## config.mk

```make
export PLATFORM = sky130hd
export DESIGN_NAME = ripple_tap_strobe_flat
export DESIGN_NICKNAME = d
export VERILOG_FILES = /design/src/rtl/ripple_tap_strobe_pkg.sv /design/src/rtl/ripple_tap_strobe_if.sv /design/src/rtl/ripple_tap_strobe_tap_sync.sv /design/src/rtl/ripple_tap_strobe.sv /design/src/flat_wrapper.sv
export SDC_FILE = /design/constraint.sdc
export NUM_CORES = 1
export LEC_CHECK = 0
export CORE_MARGIN = 3
export CORE_UTILIZATION = 25
export DETAILED_ROUTE_END_ITERATION = 10
export GPL_ROUTABILITY_DRIVEN = 0
export PLACE_DENSITY = 0.54
export SLEW_MARGIN = 30
export SYNTH_ARGS = -nofsm -noshare
export SYNTH_HDL_FRONTEND = slang
export SYNTH_SLANG_ARGS = --single-unit
```

## constraint.sdc

```tcl
create_clock -name clk -period 1.8 [get_ports clk]
set_input_delay 0.36 -clock clk [delete_from_list [all_inputs] [get_ports clk]]
set_output_delay 0.36 -clock clk [all_outputs]
set_load 0.1 [all_outputs]
```

## src/rtl/ripple_tap_strobe_pkg.sv

```systemverilog
// Shared types and constants for the ripple tap strobe block.
// Build option: RIPPLE_TAP_BOTH_EDGES_EN selects both-edge ticking in edge_hit().
package ripple_pkg;

  localparam int NUM_TAPS  = 8;
  localparam int TAP_SEL_W = 3;

  typedef enum logic [0:0] {
    SETTLE = 1'b0,
    RUN    = 1'b1
  } state_t;

  // Edge qualifier applied to the synchronised level and its one-cycle-old copy.
  function automatic logic edge_hit(input logic level, input logic prev);
`ifdef RIPPLE_TAP_BOTH_EDGES_EN
    return level ^ prev;
`else
    return level & ~prev;
`endif
  endfunction

endpackage

```

## src/rtl/ripple_tap_strobe_if.sv

```systemverilog
// Bus bundle between the ripple tap strobe and its user.
// master drives taps/select/clear, slave (the strobe block) returns tick status.
interface ripple_tap_strobe_if #(
  parameter int COUNT_W = 16
);

  logic [ripple_pkg::NUM_TAPS-1:0]  taps;
  logic [ripple_pkg::TAP_SEL_W-1:0] tap_sel;
  logic                             count_clr;
  logic                             tick;
  logic                             tap_level;
  logic                             settling;
  logic [COUNT_W-1:0]               tick_count;

  modport master (
    output taps,
    output tap_sel,
    output count_clr,
    input  tick,
    input  tap_level,
    input  settling,
    input  tick_count
  );

  modport slave (
    input  taps,
    input  tap_sel,
    input  count_clr,
    output tick,
    output tap_level,
    output settling,
    output tick_count
  );

endinterface

```

## src/rtl/ripple_tap_strobe_tap_sync.sv

```systemverilog
// One-bit multi-flop synchroniser for a ripple divider tap.
// SYNC_STAGES must be 2..4; q_o is the last stage.
module tap_sync #(
  parameter int SYNC_STAGES = 2
) (
  input  logic clk,
  input  logic reset,
  input  logic d_i,
  output logic q_o
);

  logic [SYNC_STAGES-1:0] sync_q;
  logic [SYNC_STAGES-1:0] sync_d;

  // Shift the raw tap into the flop chain.
  always_comb begin
    sync_d = {sync_q[SYNC_STAGES-2:0], d_i};
  end

  // Synchroniser chain, cleared by the synchronous active-low reset.
  always_ff @(posedge clk) begin
    if (!reset) begin
      sync_q <= '0;
    end else begin
      sync_q <= sync_d;
    end
  end

  assign q_o = sync_q[SYNC_STAGES-1];

endmodule

```

## src/rtl/ripple_tap_strobe.sv

```systemverilog
// Ripple tap strobe: synchronises eight divider taps, selects one, and emits a
// registered one-cycle tick per qualifying edge, with a settle window that
// blanks ticks after every select change, plus a wrapping tick counter.
// Build option: RIPPLE_TAP_BOTH_EDGES_EN ticks on both edges (default: rising only).
module ripple_tap_strobe
  import ripple_pkg::*;
#(
  parameter int SYNC_STAGES   = 2,
  parameter int SETTLE_CYCLES = 4,
  parameter int COUNT_W       = 16
) (
  input  logic                clk,
  input  logic                reset,
  ripple_tap_strobe_if.slave  bus
);

  localparam int SETTLE_W = (SETTLE_CYCLES > 1) ? $clog2(SETTLE_CYCLES) : 1;
  localparam logic [SETTLE_W-1:0] SETTLE_LOAD = SETTLE_W'(SETTLE_CYCLES - 1);

  logic [NUM_TAPS-1:0]  sync_s;
  logic                 tap_level_s;

  state_t               state_q,      state_d;
  logic [TAP_SEL_W-1:0] sel_q,        sel_d;
  logic [SETTLE_W-1:0]  settle_cnt_q, settle_cnt_d;
  logic                 prev_q,       prev_d;
  logic                 tick_q,       tick_d;
  logic [COUNT_W-1:0]   count_q,      count_d;

  // Every tap is synchronised before the mux so the mux never sees raw async data.
  for (genvar i = 0; i < NUM_TAPS; i++) begin : g_sync
    tap_sync #(
      .SYNC_STAGES (SYNC_STAGES)
    ) u_tap_sync (
      .clk   (clk),
      .reset (reset),
      .d_i   (bus.taps[i]),
      .q_o   (sync_s[i])
    );
  end

  assign tap_level_s = sync_s[sel_q];

  // Next-state logic: a select change always restarts the settle window and
  // suppresses any edge seen on that same cycle.
  always_comb begin
    state_d      = state_q;
    sel_d        = sel_q;
    settle_cnt_d = settle_cnt_q;
    prev_d       = tap_level_s;
    tick_d       = 1'b0;
    if (bus.tap_sel != sel_q) begin
      sel_d        = bus.tap_sel;
      settle_cnt_d = SETTLE_LOAD;
      state_d      = SETTLE;
    end else begin
      case (state_q)
        SETTLE: begin
          if (settle_cnt_q == '0) begin
            state_d = RUN;
          end else begin
            settle_cnt_d = settle_cnt_q - SETTLE_W'(1);
          end
        end
        RUN: begin
          tick_d = edge_hit(tap_level_s, prev_q);
        end
        default: begin
          state_d      = SETTLE;
          settle_cnt_d = SETTLE_LOAD;
        end
      endcase
    end
  end

  // Tick counter works on the registered tick so a clear never drops a tick.
  always_comb begin
    if (bus.count_clr) begin
      count_d = COUNT_W'(tick_q);
    end else begin
      count_d = count_q + COUNT_W'(tick_q);
    end
  end

  // State, select, edge history, tick and counter registers.
  always_ff @(posedge clk) begin
    if (!reset) begin
      state_q      <= SETTLE;
      sel_q        <= '0;
      settle_cnt_q <= SETTLE_LOAD;
      prev_q       <= 1'b0;
      tick_q       <= 1'b0;
      count_q      <= '0;
    end else begin
      state_q      <= state_d;
      sel_q        <= sel_d;
      settle_cnt_q <= settle_cnt_d;
      prev_q       <= prev_d;
      tick_q       <= tick_d;
      count_q      <= count_d;
    end
  end

  assign bus.tick       = tick_q;
  assign bus.tap_level  = tap_level_s;
  assign bus.settling   = (state_q == SETTLE);
  assign bus.tick_count = count_q;

endmodule
```

## src/flat_wrapper.sv

```systemverilog
// flat-port wrapper written by rule: the top's interface ports become plain ports
module ripple_tap_strobe_flat import ripple_pkg::*;
#(
  parameter int SYNC_STAGES   = 2,
  parameter int SETTLE_CYCLES = 4,
  parameter int COUNT_W       = 16
)
  (clk, reset, bus_taps, bus_tap_sel, bus_count_clr, bus_tick, bus_tap_level, bus_settling, bus_tick_count);
  ripple_tap_strobe_if #(.COUNT_W(COUNT_W)) bus_i ();
  input  logic clk;
  input  logic reset;
  input wire logic [$bits(bus_i.taps)-1:0] bus_taps;
  input wire logic [$bits(bus_i.tap_sel)-1:0] bus_tap_sel;
  input wire logic [$bits(bus_i.count_clr)-1:0] bus_count_clr;
  output wire logic [$bits(bus_i.tick)-1:0] bus_tick;
  output wire logic [$bits(bus_i.tap_level)-1:0] bus_tap_level;
  output wire logic [$bits(bus_i.settling)-1:0] bus_settling;
  output wire logic [$bits(bus_i.tick_count)-1:0] bus_tick_count;
  assign bus_i.taps = bus_taps;
  assign bus_i.tap_sel = bus_tap_sel;
  assign bus_i.count_clr = bus_count_clr;
  assign bus_tick = bus_i.tick;
  assign bus_tap_level = bus_i.tap_level;
  assign bus_settling = bus_i.settling;
  assign bus_tick_count = bus_i.tick_count;
  ripple_tap_strobe #(.SYNC_STAGES(SYNC_STAGES), .SETTLE_CYCLES(SETTLE_CYCLES), .COUNT_W(COUNT_W)) u_core (.clk(clk), .reset(reset), .bus(bus_i));
endmodule
```

=== Yosys cells after proc, flatten, opt, wreduce, memory -nomap -nowiden ===
Cells that the tools add are included.

* $add $sub $neg: 2
* $lt $le $gt $ge: 1
* Eq/ne operators: 1
* Muxes and demuxes: 5
* Bitwise logic cells: 5
* Reductions and logical operators: 5

{| class="wikitable"
|+ Operators with widths
! operator !! number
|-
| $add 16x1->16 || 1
|-
| $lt 3x4->1 const B || 1
|-
| $mux 1 || 4
|-
| $not 1->1 || 4
|-
| $reduce_or 2->1 || 2
|-
| $bmux 1 s3 || 1
|-
| $ne 3x3->1 || 1
|-
| $reduce_or 3->1 || 1
|-
| $logic_not 2->1 || 1
|-
| $reduce_and 2->1 || 1
|-
| $sub 2x1->2 const B || 1
|-
| $and 1x1->1 || 1
|}

* Bits in registers: 40
* Input port bits: 14
* Output and inout port bits: 19
* Logic and storage cells: 34

=== Logic depth before layout (Yosys ltp) ===
* Depth after elaboration: 3
* Mapped depth: 5

=== By module ===
Synthesis repeated with hierarchy kept, for this count alone.

* Cell total of the unflattened synthesis: 150
* Area, all modules: 1546.5 µm²

{| class="wikitable"
|+ By module, submodules not included
! module !! times used !! cells an instance !! area an instance (µm²) !! seq. area each (µm²)
|-
| ripple_tap_strobe || 1 || 118 || 1126.1 || 480.5
|-
| tap_sync || 8 || 4 || 52.6 || 40.0
|}

=== Worst setup path before layout ===
No wires, ideal clock.

* Path kind: reg2reg
* From: register u_core.tick_q (netlist: u_core.bus.tick)
* To: register u_core.count_q[10] (netlist: u_core.bus.tick_count[10])
* Library setup time: 70 ps
* Arrival time: 2319 ps
* Data required time: 1730 ps
* Path slack: -589 ps
* Stages on the path, launching flop included: 6
* Period minus slack after synthesis: 2389 ps
* Path through: dfxtp_1 > ha_1 > ha_1 > nand3_1 > or4_1 > a21oi_1

* Cells in the longest elaborated chain, start to end: 1

{| class="wikitable"
|+ Ends and longest elaborated chain
! element !! RTL line !! text
|-
| from (decl) || ripple_tap_strobe.sv:27 || <nowiki>logic tick_q, tick_d;</nowiki>
|-
| from (signal assigned) || ripple_tap_strobe.sv:99 || <nowiki>tick_q <= tick_d;</nowiki>
|-
| $add 16x1->16 || ripple_tap_strobe.sv:81 || <nowiki>count_d = count_q + COUNT_W'(tick_q);</nowiki>
|-
| to (signal assigned) || ripple_tap_strobe.sv:100 || <nowiki>count_q <= count_d;</nowiki>
|-
| to (decl) || ripple_tap_strobe.sv:28 || <nowiki>logic [COUNT_W-1:0] count_q, count_d;</nowiki>
|}

No other way between the ends.
A chain may end at the register's enable or synchronous reset.

=== Worst setup path after layout ===
* From: register u_core.sel_q[0]
* To: output bus_tap_level

* Cells in the longest elaborated chain, start to end: 2

{| class="wikitable"
|+ Ends and longest elaborated chain
! element !! RTL line !! text
|-
| from (decl) || ripple_tap_strobe.sv:24 || <nowiki>logic [TAP_SEL_W-1:0] sel_q, sel_d;</nowiki>
|-
| from (signal assigned) || ripple_tap_strobe.sv:96 || <nowiki>sel_q <= sel_d;</nowiki>
|-
| $bmux 1 s3 || ripple_tap_strobe.sv:42 || <nowiki>assign tap_level_s = sync_s[sel_q];</nowiki>
|-
| $mux 1 (implied by the code) || ripple_tap_strobe.sv:42 ||
|-
| to (decl) || flat_wrapper.sv:16 || <nowiki>output wire logic [$bits(bus_i.tap_level)-1:0] bus_tap_level;</nowiki>
|}

No other way between the ends. The select of a mux whose other input is x is not followed.

==> out/qor.csv <==
metric;value;unit
p_total;1.57;mW
grt_util_met2;0.129;
ff2ff_setup_slack;0.18;ns
register_area;823;um^2
final.period_utilization;1.10;
fin_cells;265;
die-width;85.3;um
antenna_found_initial;0;
insertion_delay;0.28;ns
cts-root-buf;clkbuf_8;
grt-ovfl-total;0;
antennaDiodeCount;0;
clock-sinks;40;
crit_type;reg -> out;
crit_path_top_delay_cell;mux4_2;
cts_tree;built;
grt_pass1_vias;1045;
place_inst;256;
wire_per_inst;10.6;um
use_met3;0.0330;
r2r_end;u_core.bus.tick_count[10];
syn_nets;170;
drc;0;
vias;1162;
crit_path_max_fanout;3;
maxCapViolations;0;
top_usage_layer;met2;
required;1.44;ns
netlist_instances;152;
setup_violations;1;
worstHoldEndpoint;u_core.g_sync[2].u_tap_sync.sync_q[1];
synth_top_area_share;0.510;
grt_start_max_net_pins;18;
drt_first_pass_iters;4;
synth_area_leader_cell;dfxtp_1;
path_buf_inv;1;
rr_worst_depth;5;
setup_ws;-0.172;ns
ys_ff_latch;40;
arrival;1.61;ns
period_needed;1.97;ns
fin_worst_skew;0.00535;ns
syn_to_final_growth;45.2;%
p_leak;0.831;nW
critPathMaxStageDelay;0.48;ns
die_h;85.3;um
crit_family;multiplexers;
htree_levels;2;
synth_flop_cell;dfxtp_1;
synth_area;0.00157;mm^2
cts_buffers;5;
num_rows;28;
via_per_inst;4.38;
antenna_left;0;
grt_pass1_wl;4750;um
io_buffers;32;
status;finished with violations;
fin_area;0.00228;mm^2
startpoint_type;flop;
wl;2810;um
ir_drop;0.000417;V
cts_buffer_depth;2;
fill_cells;595;
multi_input_area;736;um^2
hold_start;u_core.g_sync[2].u_tap_sync.sync_q[0];
dpl_cell_area;0.00219;mm^2
yosysSeqAreaShare;0.510;
worstReg2RegStart;u_core.bus.tick_count[0];
layout-drive-gt1-share;0.247;
first_iter_violations;34;
post-place-ws;0.0263;ns
clk_pin_slew;0.07;ns
synth_edf_count;0;
use_met1;0.0985;
core;0.00599;mm^2
die-area;0.00727;mm^2
start_util;0.262;
syn_avg_cell_area;10.3;um^2
yosys.cell_count.top_type;dfxtp_1;
crit_path_end_kind;output port;
synthArstFlopShare;0;
max_slew_margin;0.750;
ios;33;
crit_cells;3;
fin_nets;207;
grt.total_usage;0.0825;
hold_path_class;reg -> reg;
worst_pin_slew;0.371;ns
slew_violations;0;
path_cells;mux4_2 -> mux2_4 -> buf_12;
synth_common_cells;dfxtp_1, and2_1, nand2_1, nand3_1, xnor2_1;
violations;setup timing;
final-hold-violation-count;0;
worstHoldPathCells;1;
ys_warn_count;0;
synthTopCellsByArea;dfxtp_1, and2_1, mux4_1;
max_freq;507;MHz
power.density;687;mW/mm^2
rsz0062_at_grt;true;
ys_types;33;
==> flip-flops by register name, indices dropped and copies added, names as in the netlist <==
register                         cells
u_core.prev_q                        1
u_core.g_sync.u_tap_sync.sync_q     16
u_core.state_q                       1
u_core.settle_cnt_q                  2
u_core.bus.tick_count               16
u_core.sel_q                         3
u_core.bus.tick                      1
==> layout make-up <==
cell class                      instances  share of cell area
Inverter                                4             0.00658
Clock buffer                            7              0.0334
Clock inverter                          1             0.00219
Tap cell                               75              0.0411
Multi-Input combinational cell        103               0.322
Sequential cell                        40               0.361
Timing Repair Buffer                   35               0.234
==> cell families (layout without fill, tap and decap cells) <==
logic type,Yosys count,after routing,synth area share
xor+xnor,7,7,0.0390
compound gates,16,16,0.0653
simple gates,68,68,0.257
buf+inv,9,47,0.0223
flops,40,40,0.510
fa+ha+maj,4,4,0.0318
mux,8,8,0.0748
==> stage by stage <==
step	setup TNS [ns]	util	hold slack (ns)
floorplan	-0.0313	-	0.412
global placement	0	0.365	0.415
detailed placement	0	0.365	0.421
CTS	-0.194	0.379	0.439
global route	-0.213	0.381	0.446
finish	-0.172	0.381	0.436
==> metal layers <==
metal | part of all wire | vias to the layer above
li1 | - | 605
met1 | 0.44 | 522
met2 | 0.48 | 33
met3 | 0.073 | 2
met4 | 0.0085 | 0
met5 | 0 | -
==> cell usage in the layout, fill, tap and decap left out, types with 2 or more instances in the layout <==
master and instances:
dfxtp_1 28, and2_1 21, buf_12 19, clkdlybuf4s50_1 13
nand2_1 9, dfxtp_2 9, xnor2_1 6, nand2b_1 5
nand3_1 5, nor4_1 5, mux2i_1 5, a21oi_1 5
clkbuf_8 5, inv_1 4, nand4_1 4, nor2_1 4
nor2b_1 3, o21a_1 3, o31ai_1 3, or4_1 3
ha_1 3, buf_4 3, dfxtp_4 3, mux4_2 2
nand3_2 2, o21ai_0 2, or3_1 2, clkbuf_1 2
==> how the worst max path moves through the flow <==
stage                     slack (ns)                         to       startpoint
after floorplan                -0.03  u_core.bus.tick_count[10]  u_core.bus.tick
after global placement          0.05              bus_tap_level  u_core.sel_q[0]
after detailed placement        0.03              bus_tap_level  u_core.sel_q[0]
after CTS                      -0.19              bus_tap_level  u_core.sel_q[0]
after global routing           -0.21              bus_tap_level  u_core.sel_q[0]
final                          -0.17              bus_tap_level  u_core.sel_q[0]
==> power breakdown <==
group / leakage (nW) / switching [mW] / internal, mW / total (mW)
registers: 0.334 / 0.00861 / 0.903 / 0.912
clock network: 0.0422 / 0.282 / 0.272 / 0.553
logic: 0.455 / 0.0416 / 0.0617 / 0.103
total: 0.831 / 0.332 / 1.24 / 1.57
==> repair_timing <==
action                                  CTS  global route
hold buffers                              0             0
pin swaps                                 0             0
endpoints found under the setup margin    1             4
buffers inserted                          1             0
endpoints found under the hold margin     0             0
gates resized for setup                   3             3
(Power assumes the default switching activity.)
